$ cat src/rtl/teclado_digitos_if.sv
// rtl/teclado_digitos_if.sv - keypad packet stream between teclado_digitos and its consumers
// digitos_value is senhaPac_t: 20 nibbles, digits[0] (bits 3:0) is the newest.
interface teclado_digitos_if;
  logic [19:0][3:0] digitos_value;
  logic             digitos_valid;
  logic             key_pulse;

  modport master (output digitos_value, output digitos_valid, output key_pulse);
  modport slave  (input  digitos_value, input  digitos_valid, input  key_pulse);
endinterface

$ cat src/rtl/teclado_digitos.sv
// rtl/teclado_digitos.sv - 4x4 keypad scanner, debouncer and senhaPac_t packet assembler
// Confirm/exit/timeout are encoded into the packet the way setup/unlock decode them.
module teclado_digitos #(
  parameter int SCAN_CYCLES     = 1000,
  parameter int DEBOUNCE_CYCLES = 500000,
  parameter int TIMEOUT_CYCLES  = 250000000
) (
  input  logic             clk,
  input  logic             rst,
  input  logic [3:0]       row_i,
  output logic [3:0]       col_o,
  teclado_digitos_if.master dig
);

  localparam int SCAN_W = $clog2(SCAN_CYCLES + 1);
  localparam int DEB_W  = $clog2(DEBOUNCE_CYCLES + 1);
  localparam int TMO_W  = $clog2(TIMEOUT_CYCLES + 1);

  localparam logic [SCAN_W-1:0] SCAN_LAST = SCAN_W'(SCAN_CYCLES - 1);
  localparam logic [DEB_W-1:0]  DEB_LAST  = DEB_W'(DEBOUNCE_CYCLES - 1);
  localparam logic [TMO_W-1:0]  TMO_LAST  = TMO_W'(TIMEOUT_CYCLES - 1);

  // Internal key codes: 0-9 digits, A-D letters, E = '*', F = '#'
  localparam logic [3:0] KEY_STAR = 4'hE;
  localparam logic [3:0] KEY_HASH = 4'hF;

  localparam logic [19:0][3:0] PKT_EMPTY   = {20{4'hF}};
  localparam logic [19:0][3:0] PKT_TIMEOUT = {20{4'hE}};
  localparam logic [19:0][3:0] PKT_EXIT    = {{19{4'hF}}, 4'hB};

  typedef enum logic [1:0] {SCAN, DEB_PRESS, HELD} state_t;

  function automatic logic [3:0] key_at(input logic [1:0] r, input logic [1:0] c);
    logic [3:0] k;
    case ({r, c})
      4'h0: k = 4'h1;  4'h1: k = 4'h2;  4'h2: k = 4'h3;  4'h3: k = 4'hA;
      4'h4: k = 4'h4;  4'h5: k = 4'h5;  4'h6: k = 4'h6;  4'h7: k = 4'hB;
      4'h8: k = 4'h7;  4'h9: k = 4'h8;  4'hA: k = 4'h9;  4'hB: k = 4'hC;
      4'hC: k = KEY_STAR; 4'hD: k = 4'h0; 4'hE: k = KEY_HASH; 4'hF: k = 4'hD;
    endcase
    return k;
  endfunction

  logic [3:0]       row_s1_q, row_s2_q;
  state_t           state_q, state_d;
  logic [1:0]       col_q, col_d;
  logic [1:0]       row_q, row_d;
  logic [SCAN_W-1:0] scan_cnt_q, scan_cnt_d;
  logic [DEB_W-1:0] deb_cnt_q, deb_cnt_d;
  logic             key_pulse_q, key_pulse_d;
  logic [3:0]       key_code_q, key_code_d;
  logic [19:0][3:0] buf_q, buf_d;
  logic [4:0]       cnt_q, cnt_d;
  logic             com_q, com_d;
  logic             valid_q, valid_d;
  logic [TMO_W-1:0] idle_q, idle_d;

  logic       any_low;
  logic [1:0] row_sel;
  logic       accept;
  logic [3:0] key_now;

  always_comb begin
    row_sel = 2'd0;
    for (int i = 3; i >= 0; i--) begin
      if (!row_s2_q[i]) row_sel = 2'(i);
    end
  end

  assign any_low = ~&row_s2_q;
  assign key_now = key_at(row_q, col_q);

  always_comb begin
    state_d    = state_q;
    col_d      = col_q;
    row_d      = row_q;
    scan_cnt_d = scan_cnt_q;
    deb_cnt_d  = deb_cnt_q;
    accept     = 1'b0;
    unique case (state_q)
      SCAN: begin
        if (any_low) begin
          row_d      = row_sel;
          deb_cnt_d  = '0;
          scan_cnt_d = '0;
          state_d    = DEB_PRESS;
        end else if (scan_cnt_q == SCAN_LAST) begin
          scan_cnt_d = '0;
          col_d      = col_q + 2'd1;
        end else begin
          scan_cnt_d = scan_cnt_q + SCAN_W'(1);
        end
      end
      DEB_PRESS: begin
        if (!any_low || row_sel != row_q) begin
          deb_cnt_d = '0;
          state_d   = SCAN;
        end else if (deb_cnt_q == DEB_LAST) begin
          deb_cnt_d = '0;
          accept    = 1'b1;
          state_d   = HELD;
        end else begin
          deb_cnt_d = deb_cnt_q + DEB_W'(1);
        end
      end
      HELD: begin
        // Any row low restarts the release window, so a key fires once per press
        if (any_low) begin
          deb_cnt_d = '0;
        end else if (deb_cnt_q == DEB_LAST) begin
          deb_cnt_d = '0;
          state_d   = SCAN;
        end else begin
          deb_cnt_d = deb_cnt_q + DEB_W'(1);
        end
      end
      default: state_d = SCAN;
    endcase
  end

  always_comb begin
    key_pulse_d = accept && (key_now <= 4'h9 || key_now == KEY_STAR || key_now == KEY_HASH);
    key_code_d  = accept ? key_now : key_code_q;
  end

  always_comb begin
    buf_d   = buf_q;
    cnt_d   = cnt_q;
    com_d   = com_q;
    valid_d = 1'b0;
    idle_d  = idle_q;
    if (key_pulse_q) begin
      idle_d = '0;
      if (key_code_q <= 4'h9) begin
        if (com_q) begin
          buf_d = {PKT_EMPTY[18:0], key_code_q};
          cnt_d = 5'd1;
          com_d = 1'b0;
        end else if (cnt_q < 5'd20) begin
          buf_d = {buf_q[18:0], key_code_q};
          cnt_d = cnt_q + 5'd1;
        end
      end else if (key_code_q == KEY_STAR) begin
        valid_d = 1'b1;
        com_d   = 1'b1;
      end else begin
        buf_d   = PKT_EXIT;
        valid_d = 1'b1;
        com_d   = 1'b1;
      end
    end else if (cnt_q != 5'd0 && !com_q) begin
      if (idle_q == TMO_LAST) begin
        buf_d   = PKT_TIMEOUT;
        valid_d = 1'b1;
        com_d   = 1'b1;
        idle_d  = '0;
      end else begin
        idle_d = idle_q + TMO_W'(1);
      end
    end
  end

  always_ff @(posedge clk or posedge rst) begin
    if (rst) begin
      row_s1_q    <= 4'hF;
      row_s2_q    <= 4'hF;
      state_q     <= SCAN;
      col_q       <= 2'd0;
      row_q       <= 2'd0;
      scan_cnt_q  <= '0;
      deb_cnt_q   <= '0;
      key_pulse_q <= 1'b0;
      key_code_q  <= 4'h0;
      buf_q       <= PKT_EMPTY;
      cnt_q       <= 5'd0;
      com_q       <= 1'b0;
      valid_q     <= 1'b0;
      idle_q      <= '0;
    end else begin
      row_s1_q    <= row_i;
      row_s2_q    <= row_s1_q;
      state_q     <= state_d;
      col_q       <= col_d;
      row_q       <= row_d;
      scan_cnt_q  <= scan_cnt_d;
      deb_cnt_q   <= deb_cnt_d;
      key_pulse_q <= key_pulse_d;
      key_code_q  <= key_code_d;
      buf_q       <= buf_d;
      cnt_q       <= cnt_d;
      com_q       <= com_d;
      valid_q     <= valid_d;
      idle_q      <= idle_d;
    end
  end

  assign col_o             = ~(4'b0001 << col_q);
  assign dig.digitos_value = buf_q;
  assign dig.digitos_valid = valid_q;
  assign dig.key_pulse     = key_pulse_q;

endmodule
$ cat src/flat_wrapper.sv
// flat-port wrapper written by rule: the top's interface ports become plain ports
module teclado_digitos_flat 
#(
  parameter int SCAN_CYCLES     = 1000,
  parameter int DEBOUNCE_CYCLES = 500000,
  parameter int TIMEOUT_CYCLES  = 250000000
)
  (clk, rst, row_i, col_o, dig_digitos_value, dig_digitos_valid, dig_key_pulse);
  teclado_digitos_if dig_i ();
  input  logic clk;
  input  logic rst;
  input  logic [3:0] row_i;
  output logic [3:0] col_o;
  output wire logic [$bits(dig_i.digitos_value)-1:0] dig_digitos_value;
  output wire logic [$bits(dig_i.digitos_valid)-1:0] dig_digitos_valid;
  output wire logic [$bits(dig_i.key_pulse)-1:0] dig_key_pulse;
  assign dig_digitos_value = dig_i.digitos_value;
  assign dig_digitos_valid = dig_i.digitos_valid;
  assign dig_key_pulse = dig_i.key_pulse;
  teclado_digitos #(.SCAN_CYCLES(SCAN_CYCLES), .DEBOUNCE_CYCLES(DEBOUNCE_CYCLES), .TIMEOUT_CYCLES(TIMEOUT_CYCLES)) u_core (.clk(clk), .rst(rst), .row_i(row_i), .col_o(col_o), .dig(dig_i));
endmodule
$ cat config.mk
export PLATFORM = sky130hd
export DESIGN_NAME = teclado_digitos_flat
export DESIGN_NICKNAME = d
export VERILOG_FILES = /design/src/rtl/teclado_digitos_if.sv /design/src/rtl/teclado_digitos.sv /design/src/flat_wrapper.sv
export SDC_FILE = /design/constraint.sdc
export NUM_CORES = 1
export LEC_CHECK = 0
export ABC_CLOCK_PERIOD_IN_PS = 6100
export CORE_AREA = 2 2 136 138
export DETAILED_ROUTE_END_ITERATION = 6
export DIE_AREA = 0 0 138 140
export SETUP_SLACK_MARGIN = 0.3
export SYNTH_ARGS = -nofsm -noshare
export SYNTH_HDL_FRONTEND = slang
export SYNTH_SLANG_ARGS = --single-unit
$ cat constraint.sdc
create_clock -name clk -period 6.1 [get_ports clk]
set_clock_uncertainty 0.15 [all_clocks]
set_input_delay 1.22 -clock clk [delete_from_list [all_inputs] [get_ports clk]]
set_output_delay 1.22 -clock clk [all_outputs]
set_load 0.02 [all_outputs]
; Yosys cells after proc, flatten, opt, wreduce, memory -nomap -nowiden
; Memory sizes are Yosys's and may differ from the RTL's.
; Cells that the tools add are included.
[word_totals]
register_bits = 163
in_bits = 6
memories = 1
rom_bits = 64
[op_classes]
n_mux = 39
shift = 1
n_reduce_logical = 20
eq_ne = 15
n_addsub = 5
magnitude_cmp = 3
bitwise = 2
[memory_table]
columns = memory, words, word_bits, read_ports, rd_ports_with_merged_regs, wr, line_no
row1 = (name not given), 16, 4, 1, 0, 0, teclado_digitos.sv:35  ; case ({r, c})
[ops]
columns = op, n
row1 = $mux 80, 7
row2 = $mux 28, 3
row3 = $mux 19, 4
row4 = $pmux 19 s3, 1
row5 = $add 28x1->28 const B, 1
row6 = $eq 28x28->1 const B, 1
row7 = $mux 10, 2
row8 = $add 19x1->19 const B, 1
row9 = $eq 19x19->1 const B, 1
row10 = $mux 2, 9
row11 = $eq 4x4->1 const B, 3
row12 = $reduce_and 4->1, 3
row13 = $add 10x1->10 const B, 1
row14 = $eq 10x10->1 const B, 1
row15 = $mux 1, 10
row16 = $mux 5, 2
row17 = $le 4x4->1 const B, 2
row18 = $pmux 2 s3, 1
row19 = $reduce_and 2->1, 3
row20 = $reduce_and 6->1, 1
row21 = $reduce_bool 2->1, 3
row22 = $add 5x1->5 const B, 1
row23 = $lt 5x5->1 const B, 1
row24 = $reduce_bool 5->1, 1
row25 = other kinds (18), 22

; Depth between registers and ports, before layout
; Gate-level depths: netlist of run 1.
[logic_depth]
word_depth = 9
ltp_mapped = 10

; Worst setup path after synthesis of run 1
; Ideal clock, no wire load.
[synth_timing]
kind = reg-to-output
from = register u_core.col_q[0]
to = output port col_o[0]
setup_slack_ps = 3876
t_required_ps = 4730
path_stages_with_launch = 4
arrival_time_ps = 854
path_buffers = 0
path_cell_list = dfrtp_1 -> inv_1 -> ha_1 -> inv_1
[synth_between]
elab_chain_len = 2
[synth_rtl]
columns = element, line_no
row1 = "start, declared", teclado_digitos.sv:46  ; logic [1:0] col_q, col_d;
row2 = "start signal, assigned", teclado_digitos.sv:183  ; col_q <= col_d;
row3 = $shl 1x2->4, teclado_digitos.sv:197  ; assign col_o = ~(4'b0001 << col_q);
row4 = $not 4->4, teclado_digitos.sv:197
row5 = "end, declared", flat_wrapper.sv:13  ; output logic [3:0] col_o;
; Every way passes these cells.

; Worst setup path after layout of run 1
[layout_timing]
from = register u_core.key_pulse_q (netlist: u_core.dig.key_pulse)
to = output port dig_key_pulse
[layout_rtl]
columns = element, line_no
row1 = "start, declared", teclado_digitos.sv:50  ; logic key_pulse_q, key_pulse_d;
row2 = "start signal, assigned", teclado_digitos.sv:187  ; key_pulse_q <= key_pulse_d;
row3 = "end, declared", flat_wrapper.sv:16  ; output wire logic [$bits(dig_i.key_pulse)-1:0] dig_key_pulse;
; No word-level cell between the ends.

==> impl_results.md, run 1 <==
- # fillers: 1587
- Area occupied by multi-input gates: 0.003293 mm²
- Drt drc: 0
- Setup CP Type: reg -> out
- R2R Path Start: u_core.state_q[0]
- TNS Setup: 0 ns
- Top cells by area, synth: dfstp_2 30%, dfrtp_1 24%, nor2_1 8.5%
- Worst path depth: 1
- Syn. warnings: 0
- Drt wl/cell: 14.88 µm
- Met3 Use GR: 0.04000
- Initial antenna violation count: 0
- Pleak: 3.926 nW
- Critical-path top delay cell: dfrtp_1
- Clock slew at reported path FFs: 0.06 ns
- Register Area: approximately 0.0042 mm²
- Min-delay src: u_core.row_s1_q[3]
- Avg Cell Area, Syn: 9.395 µm²
- Syn Inst Count: around 820
- Met2 global-route usage: 0.2900
- Hold Crit Class: reg -> reg
- WP buf/inv: 1
- Power Density: 254.2 mW/mm²
- R2r endpoint: u_core.scan_cnt_q[3]
- Number of synthesized register bits: between 150 and 200
- Fin. max-slew vios: 0
- Hold depth: 0
- Vias in the first global route: 5621
- Post-synth top area share: 0.2987
- Worst hold endpoint: u_core.row_s2_q[3]
- All-Layer GR Usage: 0.1776
- Sequential area share after synthesis: 0.5411
- IO Pins: 92
- Crit start category: flop
- FMAX: 283.2 MHz
- Die span in x: 138 µm
- Reg2Reg Depth: 8
- IO Port Bufs: 91
- Cell Chain, Critical Path: clkdlybuf4s50_1
- RePlAce Congestion: 0.8307
- Worst EP required: 4.73 ns
- First-pass GRT wire length: 28.57 mm
- Via density per instance: ~5.3
- Crit Path Max Fanout: 33
- Post-route minimum period: 3.532 ns
- Largest net degree at the start of global routing: 123
- Setup WS post-layout: 2.568 ns
- Post-synthesis cell area: 0.007741 mm²
- Outcome: finished clean
- Detailed-placement wirelength estimate: 11.32 mm
- # hold bufs at CTS: 0
- H-tree levels: 4
- Period utilization: 0.5790
- Final hold vios: 0
- Max stage delay on crit path: about 0.95 ns
- Cell taking the most area after synthesis: dfstp_2
- WP data arrival: 2.16 ns
- Clock Latency Late Sink: between 0.4 and 0.5 ns
- Setup Buffers After CTS: 0
- Async SR Flop Fraction: 1.000
- Starting Density: 0.4354
- Distinct cells, synth: 55
- RSZ-0062 raised after global routing: false
- ANT nets after route: 0
- Top delay family on crit path: flip-flops
- Number of flops mapped to enable cells by yosys: 0
- N_diodes: 0
- Worst slack at placement: 2.819 ns
- Routed via count: 6048
- R2r setup slk: 3.01 ns
- Rows: 49
- Core Area: 0.01778 mm²
- Worst Tran Pin Value: 1.091 ns
- Max-Cap Viols: 0
- Resize count post-CTS: 0
- Root Buffer: clkbuf_16
- Area of the die: 0.01932 mm²
- Die Ht: 140 µm
- GR Util met1: 0.2410
- Synth-to-Final Area Change: 20.95%
- Net Count, Synth: 844
- Clock sinks: between 150 and 200
- CTS tree: yes
- CTS Buf Count: 17
- TritonRoute pass-1 iters: 4
- Max_slew headroom: 0.2725
- Peak VDD IR: 190.9 µV
- Final-report setup violation count: 0
- Layout cell share with drive strength beyond 1: 0.1491
- Most Crowded Layer GR: met2
- Worst setup EP type: output port
- Final WL: ~17 mm
- Initial drt markers: 441
- Clock Path Buffers: 2
- Nets: 919
- Primary FF master, synth: dfstp_2
- Global route overflow: 0
-- worst max-delay path by stage --
| stage | startpoint | endpoint | slack (ns) |
|---|---|---|---|
| detailed placement | rst | u_core.dig.digitos_value[75] | 2.82 |
| global route | u_core.dig.key_pulse | dig_key_pulse | 2.44 |
| CTS | u_core.dig.key_pulse | dig_key_pulse | 2.56 |
| finish | u_core.dig.key_pulse | dig_key_pulse | 2.57 |
| floorplan | rst | u_core.cnt_q[0] | 0.47 |
| global placement | rst | u_core.dig.digitos_value[75] | 2.84 |
-- cells in the mapped netlist (all sizes together), types with 16 or more instances --
cell type / count
nand4: 16
nand3: 24
a21oi: 79
o21ai: 74
nand2: 74
dfrtp: 75
dfstp: 88
inv: 21
clkbuf: 21
nor2: 177
buf: 17
xor2: 25
-- through the flow --
step | area [µm²] | hold slack [ns] | utilization | total power [mW] | std cells
2_1_floorplan | 7741 | 0.1952 | - | 1.311 | 824
3_5_place_dp | 8786 | 0.1981 | 0.4942 | 1.358 | 1109
3_3_place_gp | 8786 | 0.1995 | 0.4942 | 1.352 | 1109
6_report | 9363 | 0.2084 | 0.5266 | 2.380 | 1141
4_1_cts | 9363 | 0.2103 | 0.5266 | 2.406 | 1141
5_1_grt | 9363 | 0.2136 | 0.5266 | 2.493 | 1141
-- area by class of cell --
cell class                      instances  share of cell area
Inverter                               21            0.008954
Clock buffer                           22             0.05172
Tap cell                              229             0.03060
Multi-Input combinational cell        602              0.3517
Timing Repair Buffer                   94             0.09969
Clock inverter                         10            0.009889
Sequential cell                       163              0.4474
-- kinds of logic after synthesis --
family	synth area share
compound gates	0.1351
xor+xnor	0.04413
fa+ha+maj	0.02263
buf+inv	0.03523
flops	0.5411
mux	0.009375
simple gates	0.2124
-- routing by layer --
metal	up-vias	wire length (µm)
li1	2972	-
met1	2942	7959
met2	120	8214
met3	14	605
met4	0	199
met5	-	0
-- layout by cell type (no fill, tap or decap), drive strengths merged, types with 3 or more instances in the layout --
cell / n
a21oi: 79
clkbuf: 22
nor4: 3
nor3b: 4
dfrtp: 75
clkdlybuf4s50: 91
nor3: 14
a21o: 3
mux2i: 5
o21ai: 74
nand2b: 4
ha: 14
a32o: 4
inv: 28
nand4: 16
xnor2: 14
nor2b: 5
and4: 8
nand2: 74
o21a: 3
nand3: 24
dfstp: 88
and3: 13
a31oi: 3
buf: 3
and2: 5
or3: 7
nor2: 177
xor2: 25
-- state kept, by name, summed over array words and instances, names as in the netlist --
register                  count
u_core.dig.key_pulse          1
u_core.row_s1_q               4
u_core.com_q                  1
u_core.row_q                  2
u_core.scan_cnt_q            10
u_core.deb_cnt_q             19
u_core.col_q                  2
u_core.dig.digitos_valid      1
u_core.row_s2_q               4
u_core.dig.digitos_value     80
u_core.idle_q                28
u_core.cnt_q                  5
u_core.state_q                2
u_core.key_code_q             4
-- power by group --
group          switching (mW)  total, mW  internal [mW]
clock network           0.429       1.04          0.609
logic                   0.136      0.207         0.0707
registers              0.0308       1.13           1.10
total                   0.596       2.38           1.78
No activity file was read; power rests on OpenSTA's default activity.
==> inputs of run 2 (changes only) <==
--- a/config.mk
+++ b/config.mk
@@ -5,10 +5,11 @@
 export SDC_FILE = /design/constraint.sdc
 export NUM_CORES = 1
 export LEC_CHECK = 0
-export ABC_CLOCK_PERIOD_IN_PS = 6100
+export ABC_CLOCK_PERIOD_IN_PS = 3000
 export CORE_AREA = 2 2 136 138
 export DETAILED_ROUTE_END_ITERATION = 6
 export DIE_AREA = 0 0 138 140
+export PLACE_DENSITY = 0.67
 export SETUP_SLACK_MARGIN = 0.3
 export SYNTH_ARGS = -nofsm -noshare
 export SYNTH_HDL_FRONTEND = slang
==> constraint.sdc (replaced) <==
create_clock -name clk -period 3 [get_ports clk]
set_clock_uncertainty 0.15 [all_clocks]
set_input_delay 0.6 -clock clk [delete_from_list [all_inputs] [get_ports clk]]
set_output_delay 0.6 -clock clk [all_outputs]
set_load 0.02 [all_outputs]
==> impl_results.md, run 2 (synthesis gave the netlist of run 1 again) <==
- Clock sinks: around 160
- Most frequent cells in the layout: 176 x nor2_1, 88 x clkdlybuf4s50_1, 88 x dfstp_2
- FMAX: 387.2 MHz
- # fillers: between 1500 and 2000
- Synth-to-Final Area Change: 23.02%
- Clock Path Buffers: 2
- N_diodes: 0
- Largest net degree at the start of global routing: 93
- Outcome: finished clean
- CTS Buf Count: 17
- Rows: 49
- TritonRoute pass-1 iters: 5
- Starting Density: 0.4354
- Clock Latency Late Sink: 0.42 ns
- Hold Crit Class: reg -> reg
- Setup Buffers After CTS: 0
- Vias in the first global route: 5542
- Max-Cap Viols: 0
- Crit path from: u_core.dig.key_pulse
- Largest register FFs: 80
- Nets: 930
- Post-route insts no fill: about 1200
- Post-route minimum period: about 2.6 ns
- Crit Path Max Fanout: 14
- Via density per instance: approximately 5.2
- Setup CP Type: reg -> out
- RePlAce Congestion: between 0.8 and 0.9
- Final WL: 16.49 mm
- Global route overflow: 0
- Tot Pwr: 4.909 mW
- Final instance area: 0.009523 mm²
- Root Buffer: clkbuf_16
- Worst slack at placement: roughly 0.54 ns
- Die span in x: 138 µm
- Drt wl/cell: 14.32 µm
- R2R Path Start: u_core.deb_cnt_q[0]
- Met3 Use GR: 0.03624
- Met2 global-route usage: 0.2692
- Final-report setup violation count: 0
- Worst EP required: roughly 2.3 ns
- GR Util met1: 0.2448
- Detailed-placement wirelength estimate: 10.87 mm
- Min-delay src: u_core.row_s1_q[0]
- Placed inst area: 0.008930 mm²
- Die Ht: 140 µm
- Dpl cells: 1120
- Max stage delay on crit path: 0.71 ns
- Crit start category: flop
- WP buf/inv: 1
- IO Pins: 92
- Most Crowded Layer GR: met2
- CTS tree: yes
- Fin. max-slew vios: 0
- All-Layer GR Usage: 0.1742
- Final hold vios: 0
- Pleak: between 4 and 5 nW
- Cell Chain, Critical Path: clkdlybuf4s50_1
- Setup WS post-layout: 0.4173 ns
- Power Density: 515.5 mW/mm²
- Most common cell after layout, fill and taps aside: nor2_1
- H-tree levels: 4
- TNS Setup: 0 ns
- Period utilization: 0.8609
- Worst setup EP type: output port
- Peak VDD IR: 426.7 µV
- Area of the die: 0.01932 mm²
- Max_slew headroom: 0.5954
- Routed via count: between 5000 and 6000
- Critical-path top delay cell: clkdlybuf4s50_1
- First-pass GRT wire length: 27.96 mm
- Initial antenna violation count: 0
- Worst Tran Pin Value: 0.6023 ns
- RSZ-0062 raised after global routing: false
- Register Area: 0.004189 mm²
- ANT nets after route: 0
- Initial drt markers: 383
- Core Area: 0.01778 mm²
- Drt drc: 0
- WP data arrival: around 1.8 ns
- # hold bufs at CTS: 0
- Layout cell share with drive strength beyond 1: 0.1582
- Area occupied by multi-input gates: around 0.0033 mm²
- IO Port Bufs: 91
- Clock slew at reported path FFs: 0.06 ns
- Top delay family on crit path: buffers and inverters
[run 2: cell count changes in the layout (fill, tap and decap cells not counted), sizes merged]
cell,delta
buf,+11
bufinv,+1
clkinvlp,+1
inv,-4
clkinv,+3
clkbuf,-1
clkdlybuf4s50,-3
dlymetal6s2s,+3
[run 2: layout make-up]
class | instances | area share
Timing Repair Buffer | 105 | 0.1140
Clock inverter | 11 | 0.01314
Tap cell | 229 | 0.03009
Multi-Input combinational cell | 602 | 0.3458
Inverter | 21 | 0.008672
Sequential cell | 163 | 0.4399
Clock buffer | 21 | 0.04835
[run 2: final timing paths]
path,depth (start not counted),endpoint,slack [ns]
max,1,dig_key_pulse,0.42
min,0,u_core.row_s2_q[0],0.21
min reg2reg,0,u_core.row_s2_q[0],0.21
max in group asynchronous,3,u_core.dig.digitos_value[56],1.75
max reg2reg,7,u_core.deb_cnt_q[13],0.55
min in group asynchronous,3,u_core.deb_cnt_q[16],0.54
[run 2: per-stage QoR]
| stage | util | hold slack [ns] |
|---|---|---|
| 2_1_floorplan | - | 0.1952 |
| 3_3_place_gp | 0.5023 | 0.1958 |
| 3_5_place_dp | 0.5023 | 0.1972 |
| 4_1_cts | 0.5352 | 0.2064 |
| 5_1_grt | 0.5356 | 0.2073 |
| 6_report | 0.5356 | 0.2060 |
[run 2: per-layer routing]
metal / routed length [µm] / part of all wire
met1: 7985 / 0.48
met2: 7699 / 0.47
met3: 522 / 0.032
met4: 286 / 0.017
met5: 0 / 0
[run 2: timing repair]
action	CTS	global route
setup endpoints to repair	0	3
gates resized for setup	0	3
hold endpoints to repair	0	0
[run 2: where the power goes]
group | switching [mW] | internal (mW)
clock | 0.894 | 1.28
combinational | 0.280 | 0.154
sequential | 0.0591 | 2.24
